**config.mk**
```make
export PLATFORM = sky130hd
export DESIGN_NAME = bank_write_arbiter
export DESIGN_NICKNAME = d
export VERILOG_FILES = /design/src/rtl/bank_write_arbiter.sv
export SDC_FILE = /design/constraint.sdc
export NUM_CORES = 1
export LEC_CHECK = 0
export ABC_AREA = 1
export CAP_MARGIN = 5
export CORE_AREA = 4 4 101 103
export CTS_CLUSTER_DIAMETER = 120
export DETAILED_ROUTE_END_ITERATION = 8
export DIE_AREA = 0 0 105 107
export PLACE_DENSITY = 0.8
export SYNTH_ARGS = -nofsm -noshare
export SYNTH_HDL_FRONTEND = slang
export SYNTH_SLANG_ARGS = --single-unit
```
**constraint.sdc**
```tcl
create_clock -name CLK -period 1.5 [get_ports CLK]
set_input_delay 0.3 -clock CLK [delete_from_list [all_inputs] [get_ports CLK]]
set_output_delay 0.3 -clock CLK [all_outputs]
set_load 0.005 [all_outputs]
```
**src/rtl/bank_write_arbiter.sv**
```systemverilog
// Register-bank write port shared by two writeback requesters, with a starvation-bounded
// priority arbiter and a busy-register scoreboard that drives the read-operand stall.
module bank_write_arbiter #(
    parameter int unsigned STARVE_LIMIT = 3
) (
    input  logic        CLK,
    input  logic        RST,
    input  logic        REQ_A,
    input  logic [4:0]  AW_A,
    input  logic [31:0] DATA_A,
    output logic        GNT_A,
    input  logic        REQ_B,
    input  logic [4:0]  AW_B,
    input  logic [31:0] DATA_B,
    output logic        GNT_B,
    input  logic        RSV,
    input  logic [4:0]  RSV_REG,
    input  logic [4:0]  AR1,
    input  logic [4:0]  AR2,
    output logic        STALL,
    output logic        REG_WRITE,
    output logic [4:0]  AW,
    output logic [31:0] DATAIN,
    output logic [31:0] BUSY
);

    typedef enum logic [0:0] {PriA, PriB} state_e;

    state_e      state_q, state_d;
    logic [3:0]  cnt_q, cnt_d;
    logic [3:0]  cnt_inc;
    logic        contend;
    logic        grant;
    logic [4:0]  gnt_aw;
    logic [31:0] gnt_data;
    logic [31:0] busy_d;

    assign contend  = REQ_A && REQ_B;
    assign cnt_inc  = cnt_q + 4'd1;
    assign grant    = GNT_A || GNT_B;
    assign gnt_aw   = GNT_B ? AW_B : AW_A;
    assign gnt_data = GNT_B ? DATA_B : DATA_A;

    // Grants and arbiter next state
    always_comb begin
        GNT_A   = 1'b0;
        GNT_B   = 1'b0;
        state_d = state_q;
        cnt_d   = cnt_q;
        if (!RST) begin
            if (contend) begin
                GNT_A = (state_q == PriA);
                GNT_B = (state_q == PriB);
            end else begin
                GNT_A = REQ_A;
                GNT_B = REQ_B;
            end
        end
        if (GNT_B) begin
            state_d = PriA;
            cnt_d   = '0;
        end else if (!REQ_B) begin
            cnt_d = '0;
        end else if (contend && GNT_A) begin
            cnt_d = cnt_inc;
            if (cnt_inc == 4'(STARVE_LIMIT)) begin
                state_d = PriB;
            end
        end
    end

    // Clear runs first so a same-edge reservation of the written register wins
    always_comb begin
        busy_d = BUSY;
        if (REG_WRITE) begin
            busy_d[AW] = 1'b0;
        end
        if (RSV && (RSV_REG != 5'd0)) begin
            busy_d[RSV_REG] = 1'b1;
        end
    end

    assign STALL = ((AR1 != 5'd0) && BUSY[AR1]) || ((AR2 != 5'd0) && BUSY[AR2]);

    always_ff @(posedge CLK) begin
        if (RST) begin
            state_q   <= PriA;
            cnt_q     <= '0;
            REG_WRITE <= 1'b0;
            AW        <= '0;
            DATAIN    <= '0;
            BUSY      <= '0;
        end else begin
            state_q   <= state_d;
            cnt_q     <= cnt_d;
            // Writes to r0 finish the handshake but never reach the bank
            REG_WRITE <= grant && (gnt_aw != 5'd0);
            if (grant) begin
                AW     <= gnt_aw;
                DATAIN <= gnt_data;
            end
            BUSY <= busy_d;
        end
    end

endmodule

```
## Word level (Yosys, flattened, before mapping)

Index checks and enable logic that the tools add are counted.

| storage, ports and cells | value |
|---|---|
| register bits after elaboration | 75 |
| input bits | 94 |
| output and inout bits | 73 |
| word-level logic and storage cells | 52 |

| operators by class | value |
|---|---|
| add/subtract/negate cells | 1 |
| $lt $le $gt $ge | 6 |
| equality and inequality tests | 1 |
| mux-type cells | 16 |
| bitwise gates (word level) | 5 |
| reduce and logical (&&, ||, !) cells | 17 |

Operators by type and width:

| cell | count |
|---|---|
| $mux 32 | 3 |
| $and 32x32->32 | 1 |
| $not 32->32 | 1 |
| $or 32x32->32 | 1 |
| $lt 5x6->1 const B | 4 |
| $reduce_bool 5->1 | 4 |
| $bmux 1 s5 | 2 |
| $demux 1 s5 | 2 |
| $ge 5x1->1 const B | 2 |
| $logic_and 1x1->1 | 8 |
| $mux 1 | 8 |
| $mux 5 | 1 |
| $add 4x1->4 const B | 1 |
| $eq 4x2->1 const B | 1 |
| $reduce_and 3->1 | 1 |
| $reduce_or 3->1 | 1 |
| $logic_or 1x1->1 | 2 |
| $not 1->1 | 2 |
| $reduce_or 2->1 | 1 |

## Longest topological paths before layout

Gate-level depths: netlist (run 1).

| logic depth | value |
|---|---|
| depth in word-level cells | 9 |
| depth in mapped cells | 14 |
| depth with buffers taken out | 12 |

## Worst setup path after synthesis (run 1)

OpenSTA, ideal clock, no wires.

| path | value |
|---|---|
| path type | input to output |
| from | input AR1[0] |
| to | output STALL |
| data arrival time | 1.152 ns |
| data required time | 1.200 ns |
| setup slack | 0.048 ns |
| stages on the path | 14 |
| path buffers | 2 |
| cells stage by stage | buf_4 inv_2 buf_6 nand2_1 nand3_1 nand2_1 nand2_1 nand2_1 inv_1 nand2_1 nand2_1 nand2_1 inv_1 nand2_1 |

| between the ends | value |
|---|---|
| word-level cells in the longest chain between the ends | 4 |
| elaborated cells between the ends (all ways) | 5 |
| classes of those cells | mux (2); reduce/logical (3) |

Ends and longest elaborated chain:

| item | line | RTL |
|---|---|---|
| from (decl) | 18 | `input logic [4:0] AR1,` |
| $bmux 1 s5 | 83 | `assign STALL = ((AR1 != 5'd0) && BUSY[AR1]) \|\| ((AR2 != 5'd0) && BUSY[AR2]);` |
| $mux 1 (not written as such) | 83 |  |
| $logic_and 1x1->1 (*) | 83 |  |
| $logic_or 1x1->1 (*) | 83 |  |
| to (decl) | 20 | `output logic STALL,` |

Every way passes the cells marked *; elsewhere a longest branch is shown, timed or not. The select of a mux whose other input is x is not followed.

## Worst setup path in the final report (run 1)

| path | value |
|---|---|
| from | register BUSY[18] |
| to | output STALL |

| between the ends | value |
|---|---|
| word-level cells in the longest chain between the ends | 4 |
| elaborated cells between the ends (all ways) | 7 |
| classes of those cells | mux (4); reduce/logical (3) |

Ends and longest elaborated chain:

| item | line | RTL |
|---|---|---|
| from (decl) | 24 | `output logic [31:0] BUSY` |
| from (signal assigned) | 102 | `BUSY <= busy_d;` |
| $bmux 1 s5 | 83 |  |
| $mux 1 (not written as such) | 83 |  |
| $logic_and 1x1->1 | 83 |  |
| $logic_or 1x1->1 (*) | 83 |  |

Marks and branches as above.

==> impl_metrics.toml, run 1 <==
[floorplan]
die_area_um2 = 11200
die_h_um = 107
ios = 167
start_util_pct = 42.9
rows = 35
die_w_um = 105
core_area_um2 = 9200

[synth]
async_flop_share_pct = 0
synth_seq_area_share_pct = 38.1
synth.avg_cell_area_um2 = 6.47
synthMuxAreaShare_pct = 0
synth_top_family_by_area = "simple AND/OR/NAND/NOR gates"
yosys.area_share.simple_pct = 34.0
synthCells = 610
synth_xor_area_share_pct = 0.444
synth-main-ff-cell = "dfxtp_1"
synth_cell_types = 27
synth_compound_area_share_pct = 15.4
synth_fa_ha_area_share_pct = 0.635
synth-edff-count = 0
synthesis.area_um2 = 3940
ys_warn_count = 0
syn-num-nets = 706
ys_ff_latch = 75

[global_routing]
top_usage_layer = "met2"
use_met2_pct = 45.1
grt_pass1_vias = 4761
met1_usage_pct = 29.0
grt_pass1_wl_um = 23200
grtUsageMet3_pct = 9.21
gr-total-overflow = 0
antenna_found_initial = 0
grt_max_degree = 70
grt_usage_pct = 25.7

[timing]
finClkSkew_ps = 9.78
worst_slew_pin_slew_ps = 704
fmax_ghz = 0.579
relSlewSlack_pct = 53.1
min_period_ps = 1730
setup_ws_ps = -228
timing.final.crit_share_pct = 115
hold_viol_final = 0
rsz0062_at_grt = "true"
slew_viol_final = 0
fin_tns_setup_ps = -228
setup_viol = 1

[power]
switching_share_pct = 28.0
clkPwrFrac_pct = 32.1
p_switching_w = 0.00129
combPwrFrac_pct = 21.9
peakVddDrop_uv = 404
p_total_w = 0.00463
seqPwrFrac_pct = 45.9
intPower_w = 0.00333
leakage_nw = 3.11
power_density_nw_per_um2 = 728

[finish]
syn_to_final_growth_pct = 61.2
final_area_um2 = 6360
finalNetCount = 937
layout-drive-gt1-share_pct = 20.0
diodes = 0
fillCellCount = 758
multi_input_area_um2 = 2000
seqCellArea_um2 = 1550

[setup_path]
slowest_delay_ps = 330
r2r-end = "DATAIN[24]"
path_cells = "inv_2 > nand2_1 > nand3_1 > nand2_1 > nand2_1 > nand2_1 > inv_1 > nand2_1 > nand2_1 > nand2_1 > inv_1 > nand2_1 > buf_2"
rr_worst_depth = 9
crit_end = "STALL"
path_class = "reg -> out"
cp-startpoint = "BUSY[18]"
required_ps = 1200
cp_slowest_cell = "dfxtp_2"
r2r_start = "state_q"
path_max_fanout = 2
crit_top_cell = "nand2_1"
rrSetupSlack_ps = 80
cp.arrival_ps = 1430
endpoint_kind = "output pin"
critPathLaunchType = "flop"

[status]
status = "finished, violations left"
violations = "negative setup slack"

[route]
wl_per_cell_um = 15.5
drt_iter0_markers = 259
wl_um = 14900
drt-vias-per-instance = 5.11
drc = 0
vias = 4888
ant_nets = 0
drtPass1Iterations = 5

[cts]
cts_tree = "built"
clk_pin_slew_ps = 80
cts-root-buf = "clkbuf_8"
insertion_delay_ps = 350
htreeDepth = 3
numCtsBuffers = 9
clock_sinks = 75
clk_path_buf_depth = 2

[placed_design]
portBuffers = 166
place_area_um2 = 6120
gp_congestion = 0.929
dp_hpwl_um = 11400

[worst_hold_path]
worstHoldPathType = "in -> reg"

[run]
cap_violations = 0
==> cells in the final DEF, fill, tap and decap left out, types with 9 or more instances in the layout <==
cell type | synthesis | routed
a21oi_1 | 37 | 37
a31oi_1 | 34 | 34
buf_4 | 8 | 75
clkbuf_8 | 0 | 12
clkdlybuf4s50_1 | 0 | 82
dfxtp_1 | 75 | 39
dfxtp_2 | 0 | 34
dlygate4sd2_1 | 0 | 73
inv_1 | 63 | 48
inv_2 | 5 | 18
nand2_1 | 237 | 237
nand3_1 | 55 | 55
nor2_1 | 13 | 9
nor3_1 | 12 | 12
o21ai_0 | 35 | 35
==> final cells by class <==
cell class                 instances  share of cell area (%)
clock buffer                      12                    2.60
clock inverter                     3                   0.335
inverter                          70                    4.25
multi-input combinational        438                    31.5
sequential                        75                    24.4
tap                              111                    2.18
timing repair buffer             247                    34.8
==> registers in the layout (all words and copies together) (netlist names) <==
name and count:
REG_WRITE 1, state_q 1, cnt_q 4, AW 5, DATAIN 32, BUSY 32
==> through the flow <==
stage / hold slack, ps / util (%) / worst slack (ps) / instances
finish: 292 / 69.1 / -228 / 956
global placement: 444 / 66.6 / -880 / 934
global route: 283 / 69.1 / -400 / 956
floorplan: 430 / - / 48.3 / 610
CTS: 247 / 68.7 / -227 / 954
detailed placement: 466 / 66.6 / -887 / 934
==> logic make-up (layout without fill, tap and decap cells) <==
| kind of cell | Yosys count | count (layout) |
|---|---|---|
| and+or+nand+nor | 324 | 324 |
| AOI/OAI and AO/OA | 110 | 110 |
| buffers and inverters | 97 | 332 |
| DFF | 75 | 75 |
| adders and majority gates | 2 | 2 |
| xor gates and xnor gates | 2 | 2 |
==> metal layers <==
metal / share of wire [%] / vias up
li1: - / 2427
met1: 38 / 2166
met2: 49 / 268
met3: 11 / 27
met4: 2.2 / 0
met5: 0 / -
==> power groups by stage <==
| stage | combinational, W | sequential [W] | clock [W] |
|---|---|---|---|
| final | 0.00102 | 0.00213 | 0.00149 |
| after global routing | 0.00111 | 0.00213 | 0.00159 |
| after CTS | 0.00101 | 0.00213 | 0.00148 |
| after detailed placement | 0.00104 | 0.00217 | 0 |
| after global placement | 0.00103 | 0.00217 | 0 |
| after floorplan | 0.000418 | 0.00217 | 0 |
==> repair_timing <==
action	CTS	global route
hold buffers	0	0
gates resized for setup	150	15
setup buffers	2	2
gates cloned	3	0
setup endpoints to repair	108	35
pin swaps	12	1
==> cell usage after synthesis, types with 3 or more instances <==
cell type | n | area [um2]
nand2_1 | 237 | 890
nor2_1 | 13 | 48.8
clkbuf_1 | 5 | 18.8
nand3_1 | 55 | 275
o21ai_0 | 35 | 175
a31oi_1 | 34 | 213
inv_2 | 5 | 18.8
dfxtp_1 | 75 | 1500
inv_1 | 63 | 236
a21oi_1 | 37 | 185
buf_6 | 6 | 67.6
nor3_1 | 12 | 60.1
buf_2 | 7 | 35.0
nor3_2 | 3 | 30.0
buf_4 | 8 | 60.1
==> worst min path at each step <==
stage,from,endpoint,depth (start not counted)
5_1_grt,RST,state_q,4
3_5_place_dp,DATAIN[17],DATAIN[17],2
4_1_cts,RST,state_q,4
3_3_place_gp,cnt_q[0],cnt_q[0],1
2_1_floorplan,cnt_q[0],cnt_q[0],1
6_report,RST,state_q,4
==> worst max-delay path, delay by kind of cell, from the launching register on <==
| family | cells | cell delay (ps) |
|---|---|---|
| buffers and inverters | 4 | 270 |
| flip-flops | 1 | 330 |
| AND/OR/NAND/NOR | 9 | 470 |
No activity file was read; power rests on OpenSTA's default activity.
==> inputs of run 2 (changes only) <==
Settings changed: CAP_MARGIN 5 to 15.
==> results of run 2 <==
Final layout, timing and power as in run 1 (identical DEF).
==> inputs of run 3 (changes only) <==
Settings changed: ABC_AREA 1 to unset, CORE_AREA 4 4 101 103 to 4 4 102 104, DIE_AREA 0 0 105 107 to 0 0 106 108, PLACE_DENSITY 0.8 to 0.79.
==> run 3 against run 2 <==
  * The flow still finishes with violations (negative setup slack)
  * Sequential power is essentially flat
  * Wire length is 2.6% higher
  * Non-clock buffer count down 6
  * Fmax shrank 26%
  * Sequential cell count is the same
  * Register-to-register slack better by 50 ps
  * Core utilization shrank 0.71 points
  * Count of clock-buffer cells in the layout is 3 lower
  * Clock skew shrank 1.4 ps
  * Global-route usage is 0.95 points higher
  * Combinational power grew 4%
  * Clock power grew 17%
  * Critical path type unchanged
  * Critical endpoint unchanged
==> impl_metrics.toml, run 3 <==
[placed_design]
portBuffers = 166
place_area_um2 = 6260
gp_congestion = 0.932
dp_slack_ps = -1630
dp_hpwl_um = 11400

[timing]
timing.final.crit_share_pct = 156
slew_viol_final = 0
setup_ws_ps = -841
min_period_ps = 2340
worst_slew_pin_slew_ps = 611
relSlewSlack_pct = 59.3
fmax_ghz = 0.427
finClkSkew_ps = 8.34
setup_viol = 1
rsz0062_at_grt = "true"
hold_viol_final = 0

[floorplan]
die_h_um = 108
ios = 167
die_area_um2 = 11400
core_area_um2 = 9550
start_util_pct = 42.2
rows = 36
die_w_um = 106

[setup_path]
endpoint_kind = "output pin"
path_cells = "mux4_2 > mux4_2 > a21oi_2 > o211ai_1 > buf_2"
slowest_delay_ps = 480
crit_top_cell = "mux4_2"
cp_slowest_cell = "mux4_2"
path_max_fanout = 2
cp.arrival_ps = 2040
critPathLaunchType = "flop"
required_ps = 1200
path_class = "reg -> out"

[synth]
synthCells = 493
yosys.area_share.simple_pct = 27.7
ys_warn_count = 0
yosys-top-cells-area = "dfxtp_1 37%, mux2_2 9.2%, nor2_1 8.0%, mux4_2 7.8%, nand2_1 5.1%"
synth.avg_cell_area_um2 = 8.18
synthTopCellsByCount = "86 x nor2_1, 75 x dfxtp_1, 55 x nand2_1, 35 x a21oi_1, 34 x nor3_1"
synthesis.area_um2 = 4030
syn-num-nets = 589
synth_compound_area_share_pct = 11.8
async_flop_share_pct = 0
synth_xor_area_share_pct = 0.434
synth_cell_types = 41
synth-edff-count = 0
ys_ff_latch = 75
synth_top_family_by_area = "simple AND/OR/NAND/NOR gates"
synth_top_cell_area_share_pct = 37.2
synth_seq_area_share_pct = 37.2
synth_fa_ha_area_share_pct = 0.620
synth_most_common_cell = "nor2_1"
synth-main-ff-cell = "dfxtp_1"
yosysTopAreaCell = "dfxtp_1"
synthMuxAreaShare_pct = 18.3

[cts]
cts_tree = "built"
htreeDepth = 3
numCtsBuffers = 9
insertion_delay_ps = 360
cts-root-buf = "clkbuf_8"
clock_sinks = 75
clk_pin_slew_ps = 80
clk_path_buf_depth = 2

[finish]
finalNetCount = 804
largestRegisters = "BUSY x32, DATAIN x32, AW x5"
syn_to_final_growth_pct = 62.0
diodes = 0
final_common_cell = "clkdlybuf4s50_1"
final_cell_mix = "85 x clkdlybuf4s50_1, 84 x nor2_1, 74 x dlygate4sd2_1"
layout-drive-gt1-share_pct = 27.2
final_area_um2 = 6540

[run]
cap_violations = 0

[power]
p_total_w = 0.00494
seqPwrFrac_pct = 43.3
switching_share_pct = 26.9
peakVddDrop_uv = 461
p_switching_w = 0.00133
power_density_nw_per_um2 = 756
leakage_nw = 2.83
combPwrFrac_pct = 21.5
intPower_w = 0.00361
clkPwrFrac_pct = 35.1

[status]
violations = "negative setup slack"
status = "finished, violations left"

[route]
drtPass1Iterations = 5
wl_um = 15200
vias = 4710
wl_per_cell_um = 18.0
drt_iter0_markers = 249
drt-vias-per-instance = 5.57
ant_nets = 0
drc = 0

[global_routing]
gr-total-overflow = 0
grt_pass1_vias = 4852
grt_pass1_wl_um = 24100
grt_max_degree = 58
antenna_found_initial = 0
grt_usage_pct = 26.6

[worst_hold_path]
worstHoldPathType = "in -> reg"
## run 3: cell types whose count changed after synthesis, sizes merged, moves of 33 or more
| cell | delta |
|---|---|
| inv | -67 |
| nor4 | +33 |
| nand3 | -51 |
| nand2 | -183 |
| mux2 | +33 |
| a31oi | -34 |
| nor2 | +72 |
## run 3: timing repair
| item | in CTS | in global routing |
|---|---|---|
| gates resized for setup | 143 | 6 |
| cloned | 1 | 0 |
| setup buffers | 3 | 0 |
| pin swaps | 5 | 3 |
| endpoints found under the hold margin | 0 | 0 |
| setup endpoints to repair | 110 | 22 |
| hold buffers | 0 | 0 |
## run 3: logic make-up after synthesis
family | after synthesis
AO/OA/AOI/OAI | 84
multiplexers | 52
AND/OR/NAND/NOR | 238
XOR/XNOR | 2
flip-flops | 75
adder cells (fa/ha/maj) | 2
buffers and inverters | 40
## run 3: metal layers
metal	vias up	part of all wire, %	track usage [%]
li1	2222	-	-
met2	252	47	44.9
met4	0	3.0	10.9
met5	-	0	0
met1	2192	37	29.4
met3	44	12	11.9
## run 3: final timing paths
| check | slack, ps | depth (start not counted) | end | startpoint |
|---|---|---|---|---|
| worst max-delay path | -840 | 5 | STALL | BUSY[19] |
| worst min-delay path | 400 | 3 | AW[3] | RST |
| worst max register to register | 130 | 4 | BUSY[2] | AW[4] |
| worst min register to register | 480 | 1 | cnt_q[0] | cnt_q[0] |
## run 3: area by class of cell
cell class                      instances  area, um2
Clock buffer                            9        124
Clock inverter                          7       91.3
Fill cell                             784       3010
Inverter                                3       11.3
Multi-Input combinational cell        378       2440
Sequential cell                        75       1550
Tap cell                              133        166
Timing Repair Buffer                  241       2160
## run 3: power by group through the flow
stage	combinational [W]	clock (W)	sequential, W
floorplan	0.000435	0	0.00218
global placement	0.00106	0	0.00218
detailed placement	0.00108	0	0.00219
CTS	0.00105	0.00176	0.00214
global route	0.00114	0.00188	0.00216
finish	0.00106	0.00174	0.00214
## run 3: worst max-delay path: cells and delay by family, from the launching register on
kind	cells	cell delay [ps]
AO/OA/AOI/OAI	2	250
flip-flops	1	330
multiplexers	2	950
buffers and inverters	1	140
## run 3: metrics by stage
| stage | cells | hold slack (ps) | setup TNS, ps | util, % |
|---|---|---|---|---|
| after floorplan | 493 | 441 | -361 | - |
| after global placement | 826 | 457 | -21230 | 65.5 |
| after detailed placement | 826 | 467 | -23660 | 65.5 |
| after CTS | 846 | 381 | -880 | 68.4 |
| after global routing | 846 | 391 | -916 | 68.4 |
| final | 846 | 395 | -841 | 68.4 |
